==> src/rtl/piso_serializer.sv <==
// Parallel-in/serial-out transmitter: valid/ready word in, LSB-first bit stream out with frame-end marker.
// Optional even-parity trailer beat when PISO_PARITY_EN is defined.
module piso_serializer #(
  parameter int unsigned WIDTH = 8
) (
  input  logic             clk,
  input  logic             rst,
  input  logic [WIDTH-1:0] in_data,
  input  logic             in_valid,
  output logic             in_ready,
  output logic             ser_out,
  output logic             ser_valid,
  output logic             ser_last,
  input  logic             ser_ready
);

`ifdef PISO_PARITY_EN
  localparam int unsigned BEATS = WIDTH + 1;
`else
  localparam int unsigned BEATS = WIDTH;
`endif
  localparam int unsigned CW = $clog2(WIDTH + 2);
  localparam logic [CW-1:0] LAST_CNT = CW'(BEATS - 1);

  typedef enum logic {IDLE, SHIFT} state_t;

  state_t           state;
  logic [WIDTH-1:0] shreg;
  logic [CW-1:0]    cnt;
  logic [CW-1:0]    cnt_nxt;
  logic             load;
  logic             beat;
  logic             fill;

  assign cnt_nxt = cnt + 1'b1;
  assign beat    = ser_valid && ser_ready;
  assign load    = in_valid && in_ready;
  assign ser_out = shreg[0];

  // Zero-bubble handoff: the last beat's acceptance frees the register on the same edge.
  assign in_ready = !rst && ((state == IDLE) || ((state == SHIFT) && ser_last && ser_ready));

`ifdef PISO_PARITY_EN
  logic par;

  always_ff @(posedge clk or posedge rst) begin
    if (rst) begin
      par <= 1'b0;
    end else if (load) begin
      par <= ^in_data;
    end
  end

  // Parity enters at the top while shifting so it reaches bit 0 right after the last data bit.
  assign fill = par;
`else
  assign fill = 1'b0;
`endif

  always_ff @(posedge clk or posedge rst) begin
    if (rst) begin
      state     <= IDLE;
      shreg     <= '0;
      cnt       <= '0;
      ser_valid <= 1'b0;
      ser_last  <= 1'b0;
    end else if (load) begin
      state     <= SHIFT;
      shreg     <= in_data;
      cnt       <= '0;
      ser_valid <= 1'b1;
      ser_last  <= 1'b0;
    end else if (beat) begin
      cnt <= cnt_nxt;
      if (ser_last) begin
        // Clearing here keeps ser_out low while idle.
        state     <= IDLE;
        shreg     <= '0;
        ser_valid <= 1'b0;
        ser_last  <= 1'b0;
      end else begin
        shreg    <= {fill, shreg[WIDTH-1:1]};
        ser_last <= (cnt_nxt == LAST_CNT);
      end
    end
  end

endmodule

==> config.mk <==
export PLATFORM = sky130hd
export DESIGN_NAME = piso_serializer
export DESIGN_NICKNAME = d
export VERILOG_FILES = /design/src/rtl/piso_serializer.sv
export SDC_FILE = /design/constraint.sdc
export NUM_CORES = 1
export LEC_CHECK = 0
export CAP_MARGIN = 25
export CELL_PAD_IN_SITES_DETAIL_PLACEMENT = 1
export CELL_PAD_IN_SITES_GLOBAL_PLACEMENT = 2
export CORE_MARGIN = 2
export CORE_UTILIZATION = 29
export CTS_BUF_LIST = sky130_fd_sc_hd__clkbuf_4 sky130_fd_sc_hd__clkbuf_8
export CTS_CLUSTER_DIAMETER = 150
export DETAILED_ROUTE_END_ITERATION = 8
export PLACE_DENSITY_LB_ADDON = 0.1
export SLEW_MARGIN = 40
export SYNTH_ARGS = -nofsm -noshare
export SYNTH_HDL_FRONTEND = slang
export SYNTH_SLANG_ARGS = --single-unit
==> constraint.sdc <==
create_clock -name clk -period 1.6 [get_ports clk]
set_clock_uncertainty 0.15 [all_clocks]
set_input_delay 0.16 -clock clk [delete_from_list [all_inputs] [get_ports clk]]
set_output_delay 0.16 -clock clk [all_outputs]
set_load 0.02 [all_outputs]
==> run metrics <==
status finished, final reports clean; fin crit period 1.58 ns; GRT Util Overall approximately 13%; total gr overflow 0; crit path cell chain ha_2 -> xnor2_1 -> or4b_1 -> o22ai_1; share of flip-flops with an asynchronous set or reset 100%; ant diodes 0; CTS tree built; Final Cell Area ~1100 µm²; Lkg Pwr 0.000529 µW; Filler cells between 200 and 300; final net count around 120; critical path peak fanout 2; Detail Route Antenna Nets 0; Yosys warnings 0; vias per cell roughly 4.8; largest net degree at the start of global routing 15; final setup TNS 0 ns; Setup crit start kind flop; post-DP HPWL 1310 µm; Clock Root Buffer clkbuf_4; initial core utilization a little under a third; Buf/Inv on CP 0; Post-DP Area ~1000 µm²; Starting DRT DRC Count 3; top cells by count, synth 14 x dfrtp_1, 10 x inv_1, 9 x a21oi_1; leading area contributor after synthesis dfrtp_1; fin cells 132; Skew-Pair Late Insertion Delay 0.28 ns; Met1 Wirelength about 850 µm; sequential fraction of the synthesis area 45.3%; DR top layer met4; total CTS buffers 3; Final Cycle Share a little over nine tenths; WL met2 between 800 and 900 µm; drt pass-1 iters 2; clock-pin transition on the worst setup and hold timing paths roughly 0.09 ns; final setup violation count 0; Synth Area in Simple Gates between 20 and 25%; CTS sink count 14; share of cells above drive strength 1 about 25%; die width about 56 µm; WL final between 1500 and 2000 µm; core area ~2500 µm²; Synth Cell Area a little under 800 µm²; initial antenna violation count 0; Compound-Gate Fraction of Synth Area slightly below 9%; syn avg cell area approximately 10 µm²; Max Freq between 600 and 700 MHz; first-pass GRT wire length 3270 µm; met3 WL post-DR ~92 µm; largest family of logic cells by synthesized area simple AND/OR/NAND/NOR gates; worst-margin pin slew 0.231 ns; vias 627; slowest stage cell, crit path or4b_1; Yosys reg bits 14; cell total after placement 126; Critical Path Sink Type flop; most used flip-flop cell after synthesis dfrtp_1; max_slew headroom a little over four fifths; critical path arrival roughly 1.6 ns; Yosys top cell area share between 40% and 50%; RSZ-0062 raised after global routing yes; Hold Buf Count CTS 0; register area approximately 350 µm²; xor/xnor share of the synthesized area 4.53%; DR WL/cell 14.0 µm; Clock H-tree levels 1; Die ar. approximately 3100 µm²; Final Wtd Congestion ~0.73; PwrDens 1550 nW/µm²; Synth Area in Adders 3.24%; critical path's top delay family simple AND/OR/NAND/NOR gates; IO buf count 15; CP Class flop to flop; most common cell in the synthesized netlist dfrtp_1; max incr delay on CP between 0.4 and 0.5 ns; DR DRC count 0; Max Slew Vio Count 0; max-capacitance violation count 0; Worst VDD drop between 0.6 and 0.7 mV; I/O pin total 16; final hold viol count 0; Syn Inst Count 74; top cells by area, synth dfrtp_1 45%, mux2i_1 10%, and4b_1 9.1%, a21oi_1 5.8%, inv_1 4.9%; area occupied by multi-input gates roughly 390 µm²; Area growth syn-to-layout 42.6%; vias in the first global route roughly 700; Post-synth EDFFs 0; distinct cell type count after synthesis 22; die height 55.6 µm; hold crit path type input port to async pin; CTS max path bufs 2; syn nets 88; WP data required about 1.7 ns; post-synthesis mux area share about 10%; floorplan row count 18
-- cells in the final DEF, fill, tap and decap left out, drive strengths merged --
cell type / instances
nor3b: 1
ha: 2
or2: 2
xnor2: 3
clkdlybuf4s50: 11
inv: 10
xor2: 1
or3: 1
nand3: 2
a21boi: 1
or4b: 1
mux2i: 8
clkbuf: 5
and4b: 7
dlymetal6s2s: 1
o22ai: 1
dfrtp: 14
a21oi: 9
o21ai: 1
nor2: 3
dlygate4sd2: 2
nand2: 4
buf: 12
-- what timing repair did --
item / in CTS / in global routing
buffers inserted: 1 / 1
pin swaps: 3 / 3
gates resized for setup: 5 / 8
endpoints found under the setup margin: 4 / 3
-- worst register-to-register path: stages (launching register included) --
cell     delay, ns
dfrtp_1       0.40
ha_2          0.20
xnor2_1       0.12
or4b_1        0.47
o22ai_1       0.16
-- area by class of cell --
type / count / share of cell area (%)
clock buffers: 4 / 3.29
well taps: 30 / 3.41
flip-flops and latches: 14 / 32.0
multi-input cells: 47 / 35.1
repair buffers: 27 / 22.8
inverters: 10 / 3.41
-- power breakdown --
part | internal (µW) | switching (µW)
clock | 138 | 126
combinational | 440 | 392
sequential | 512 | 97.1
total | 1090 | 616
-- per-layer routing --
layer | GRT usage (%) | vias to the layer above
met1 | 17.5 | 302
met3 | 2.79 | 2
li1 | - | 309
met2 | 21.3 | 14
met4 | 6.62 | 0
met5 | 0 | -
-- logic make-up (layout without fill, tap and decap cells) --
logic type                 count (synthesis)  after routing
and+or+nand+nor                           21             21
DFF                                       14             14
buffers and inverters                     13             41
AOI/OAI and AO/OA                         12             12
muxes                                      8              8
xor gates and xnor gates                   4              4
adders and majority gates                  2              2
-- metrics by stage --
stage	util, %	setup slack, ns	power [µW]	hold slack (ns)
after floorplan	-	0.0242	1060	-0.101
after global placement	41.1	-0.186	1360	0.373
after detailed placement	41.1	-0.184	1390	0.387
after CTS	42.8	-0.0827	1660	0.208
after global routing	44.1	-0.0343	1860	0.220
final	44.1	0.0198	1710	0.203
-- flip-flops by register name, indices dropped and copies added, names as in the netlist --
| register | cells |
|---|---|
| state | 1 |
| cnt | 4 |
| ser_last | 1 |
| shreg | 8 |
-- final timing paths --
| kind | endpoint | from | slack, ns | cells after the start |
|---|---|---|---|---|
| min | state$_DFFE_PP0P_ | rst | 0.20 | 4 |
| min reg2reg | shreg[7]$_DFFE_PP0P_ | shreg[7]$_DFFE_PP0P_ | 0.39 | 2 |
| max in group asynchronous | ser_last$_DFFE_PP0P_ | rst | 0.91 | 4 |
| max reg2reg | ser_last$_DFFE_PP0P_ | cnt[1]$_DFFE_PP0P_ | 0.02 | 4 |
| min in group clk | shreg[5]$_DFFE_PP0P_ | in_data[5] | 0.26 | 3 |
| max | ser_last$_DFFE_PP0P_ | cnt[1]$_DFFE_PP0P_ | 0.02 | 4 |
(Power assumes the default switching activity.)
==> RTL change, RTL diff (same settings) <==
Build with the macro `PISO_PARITY_EN` defined.
--- a/src/rtl/piso_serializer.sv
+++ b/src/rtl/piso_serializer.sv
@@ -1,5 +1,7 @@
 // Parallel-in/serial-out transmitter: valid/ready word in, LSB-first bit stream out with frame-end marker.
 // Optional even-parity trailer beat when PISO_PARITY_EN is defined.
+`define PISO_PARITY_EN
+
 module piso_serializer #(
   parameter int unsigned WIDTH = 8
 ) (
Check against the original RTL: not equivalent (Yosys sat finds a counterexample within 10 cycles, from zero or initial values and one cycle with rst high).
==> RTL change against the original RTL <==
Count of clock-buffer cells in the layout fell by 1. Highest routed layer unchanged. Design area fell by 2.5%. Critical path type is now flop to output pin. Area after synthesis rose by 1.1%. Wire length fell by 11%. Register-to-register slack improved by 0.14 ns. Setup slack improved by 0.12 ns. Sequential power rose by 7.1%. Sequential cell count rose by 1. Total power fell by 12%. Utilization fell by 1.5 points.
==> RTL change: results (changes against the original RTL) <==
Synth Warn #=0 (unchanged); Worst Tran Pin Value=0.212 ns (-0.0185 ns); H-tree Lvls=1 (unchanged); status=complete, no violations; # diodes=0 (unchanged); post-place setup slack=-0.134 ns (+0.0506 ns); VDD IR-drop max=713 uV (+16%); switching share of power=35.8% (-0.34 points); Largest regs=shreg: 8 flops, cnt: 4 flops; Synth area leaders=dfrtp_1, a32oi_1, xnor2_1; sequential fraction of the synthesis area=48.0% (+2.7 points); Post-synth EDFFs=0 (unchanged); first-pass GRT wire length=2990 um (-8.4%); vias in the first global route=682 (-1.9%); Worst-Skew Late Latency=0.27 ns; Setup Buffers After CTS=0 (-1); Leak=0.494 nW (-6.6%); crit path time final=1.46 ns (-0.117 ns); commonest cells in the synthesized netlist=nand2_1, dfrtp_1, a32oi_1, xnor2_1, nand3_1; overall routing resource usage=12.2% (-1.3 points); Layout fillers=301 (+3.4%); Clock Tree Buf Depth=2 (unchanged); initial antenna violation count=0 (unchanged); arrival time worst endpoint=1.15 ns (-0.48 ns); syn_nets=93 (+5.7%); pin count of the biggest net entering global routing=16 (+1); Post-synth ARST share=100% (unchanged); GP Congestion=0.716 (-1.8%); vias per cell=4.76 (+0.19%); Non-Filler Instances=137 (+3.8%); Avg Inst Size Synth=9.90 um2 (-5.3%); CTS root buffer=clkbuf_4; Port Buffer Count=15 (unchanged); slowest stage delay, CP=0.42 ns (-0.05 ns); Area Overhead vs Synth=37.4%; critical path peak fanout=3 (+1); HPWL after detailed placement=1330 um (+1.4%); drt wl/cell=12.1 um (-14%); Reg clk slew, reported paths=0.09 ns (about the same); Inserted Clock Buffers=3 (unchanged); fraction of layout cells with a size suffix above 1=20.6% (-4.9 points); DR pass1 iterations=3 (+1); Synth Flop Type=dfrtp_1; Hold Crit Class=input pin to async pin; Placed Cells incl. Taps=133 (+5.6%); Crit-path slowest cell=dfrtp_1; distinct cell type count after synthesis=21 (-4.5%); Layout Nets=122 (+4.3%); drt initial violations=7 (+4)
==> RTL change: kinds of logic after synthesis <==
| group | Yosys count | share of synthesized area (%) |
|---|---|---|
| xor gates and xnor gates | 11 | 12.3 |
| adders and majority gates | 2 | 3.20 |
| DFF | 15 | 48.0 |
| AOI/OAI and AO/OA | 14 | 13.6 |
| buffers and inverters | 4 | 3.04 |
| and+or+nand+nor | 33 | 19.8 |
==> RTL change: metal layers <==
layer  share of wire, %  up-vias  track usage (%)
li1                   -      330                -
met1                 48      310             16.1
met2                 48       10             19.7
met3                3.6        2             3.49
met4               0.60        0             3.06
met5                  0        -                0
==> RTL change: path summary, 6_finish.rpt <==
check                                           from                    to  slack (ns)  depth (start not counted)
worst min register to register  shreg[7]$_DFFE_PP0P_  shreg[6]$_DFFE_PP0P_        0.35                          2
min in group clk                          in_data[1]  shreg[1]$_DFFE_PP0P_        0.31                          3
worst max-delay path            ser_last$_DFFE_PP0P_              ser_last        0.14                          2
worst max register to register     state$_DFFE_PP0P_  shreg[0]$_DFFE_PP0P_        0.16                          5
max in group asynchronous                        rst  shreg[0]$_DFFE_PP0P_        1.03                          3
worst min-delay path                             rst     state$_DFFE_PP0P_        0.09                          3
==> RTL change: worst max-delay path: cells and delay by family, from the launching register on <==
family / cells / cell delay (ns)
buf+inv: 2 / 0.46
flops: 1 / 0.42
==> RTL change: power groups by stage <==
stage          combinational (mW)  sequential [mW]  clock [mW]
5_1_grt                     0.722            0.675       0.256
2_1_floorplan               0.370            0.677           0
4_1_cts                     0.649            0.653       0.230
6_report                    0.633            0.652       0.211
3_5_place_dp                0.660            0.661           0
3_3_place_gp                0.651            0.655           0
==> RTL change: what timing repair did <==
item                       4_1_cts  5_1_grt
hold endpoints to repair         0        0
pin swaps                        0        0
setup endpoints to repair        3        2
gates resized for setup          3        3
==> RTL change: metrics by stage <==
| stage | power [mW] | area, um2 | util (%) |
|---|---|---|---|
| 3_3_place_gp | 1.31 | 1050 | 41.7 |
| 4_1_cts | 1.53 | 1080 | 42.7 |
| 2_1_floorplan | 1.05 | 782 | - |
| 6_report | 1.50 | 1070 | 42.6 |
| 5_1_grt | 1.65 | 1070 | 42.6 |
| 3_5_place_dp | 1.32 | 1050 | 41.7 |
==> RTL change: cell type report <==
type / instances / area [um2] / share of cell area (%)
sequential: 15 / 375 / 34.9
inverter: 1 / 3.75 / 0.349
multi-input combinational: 60 / 383 / 35.6
clock buffer: 3 / 22.5 / 2.10
clock inverter: 1 / 5.00 / 0.466
tap: 30 / 37.5 / 3.49
timing repair buffer: 27 / 248 / 23.1
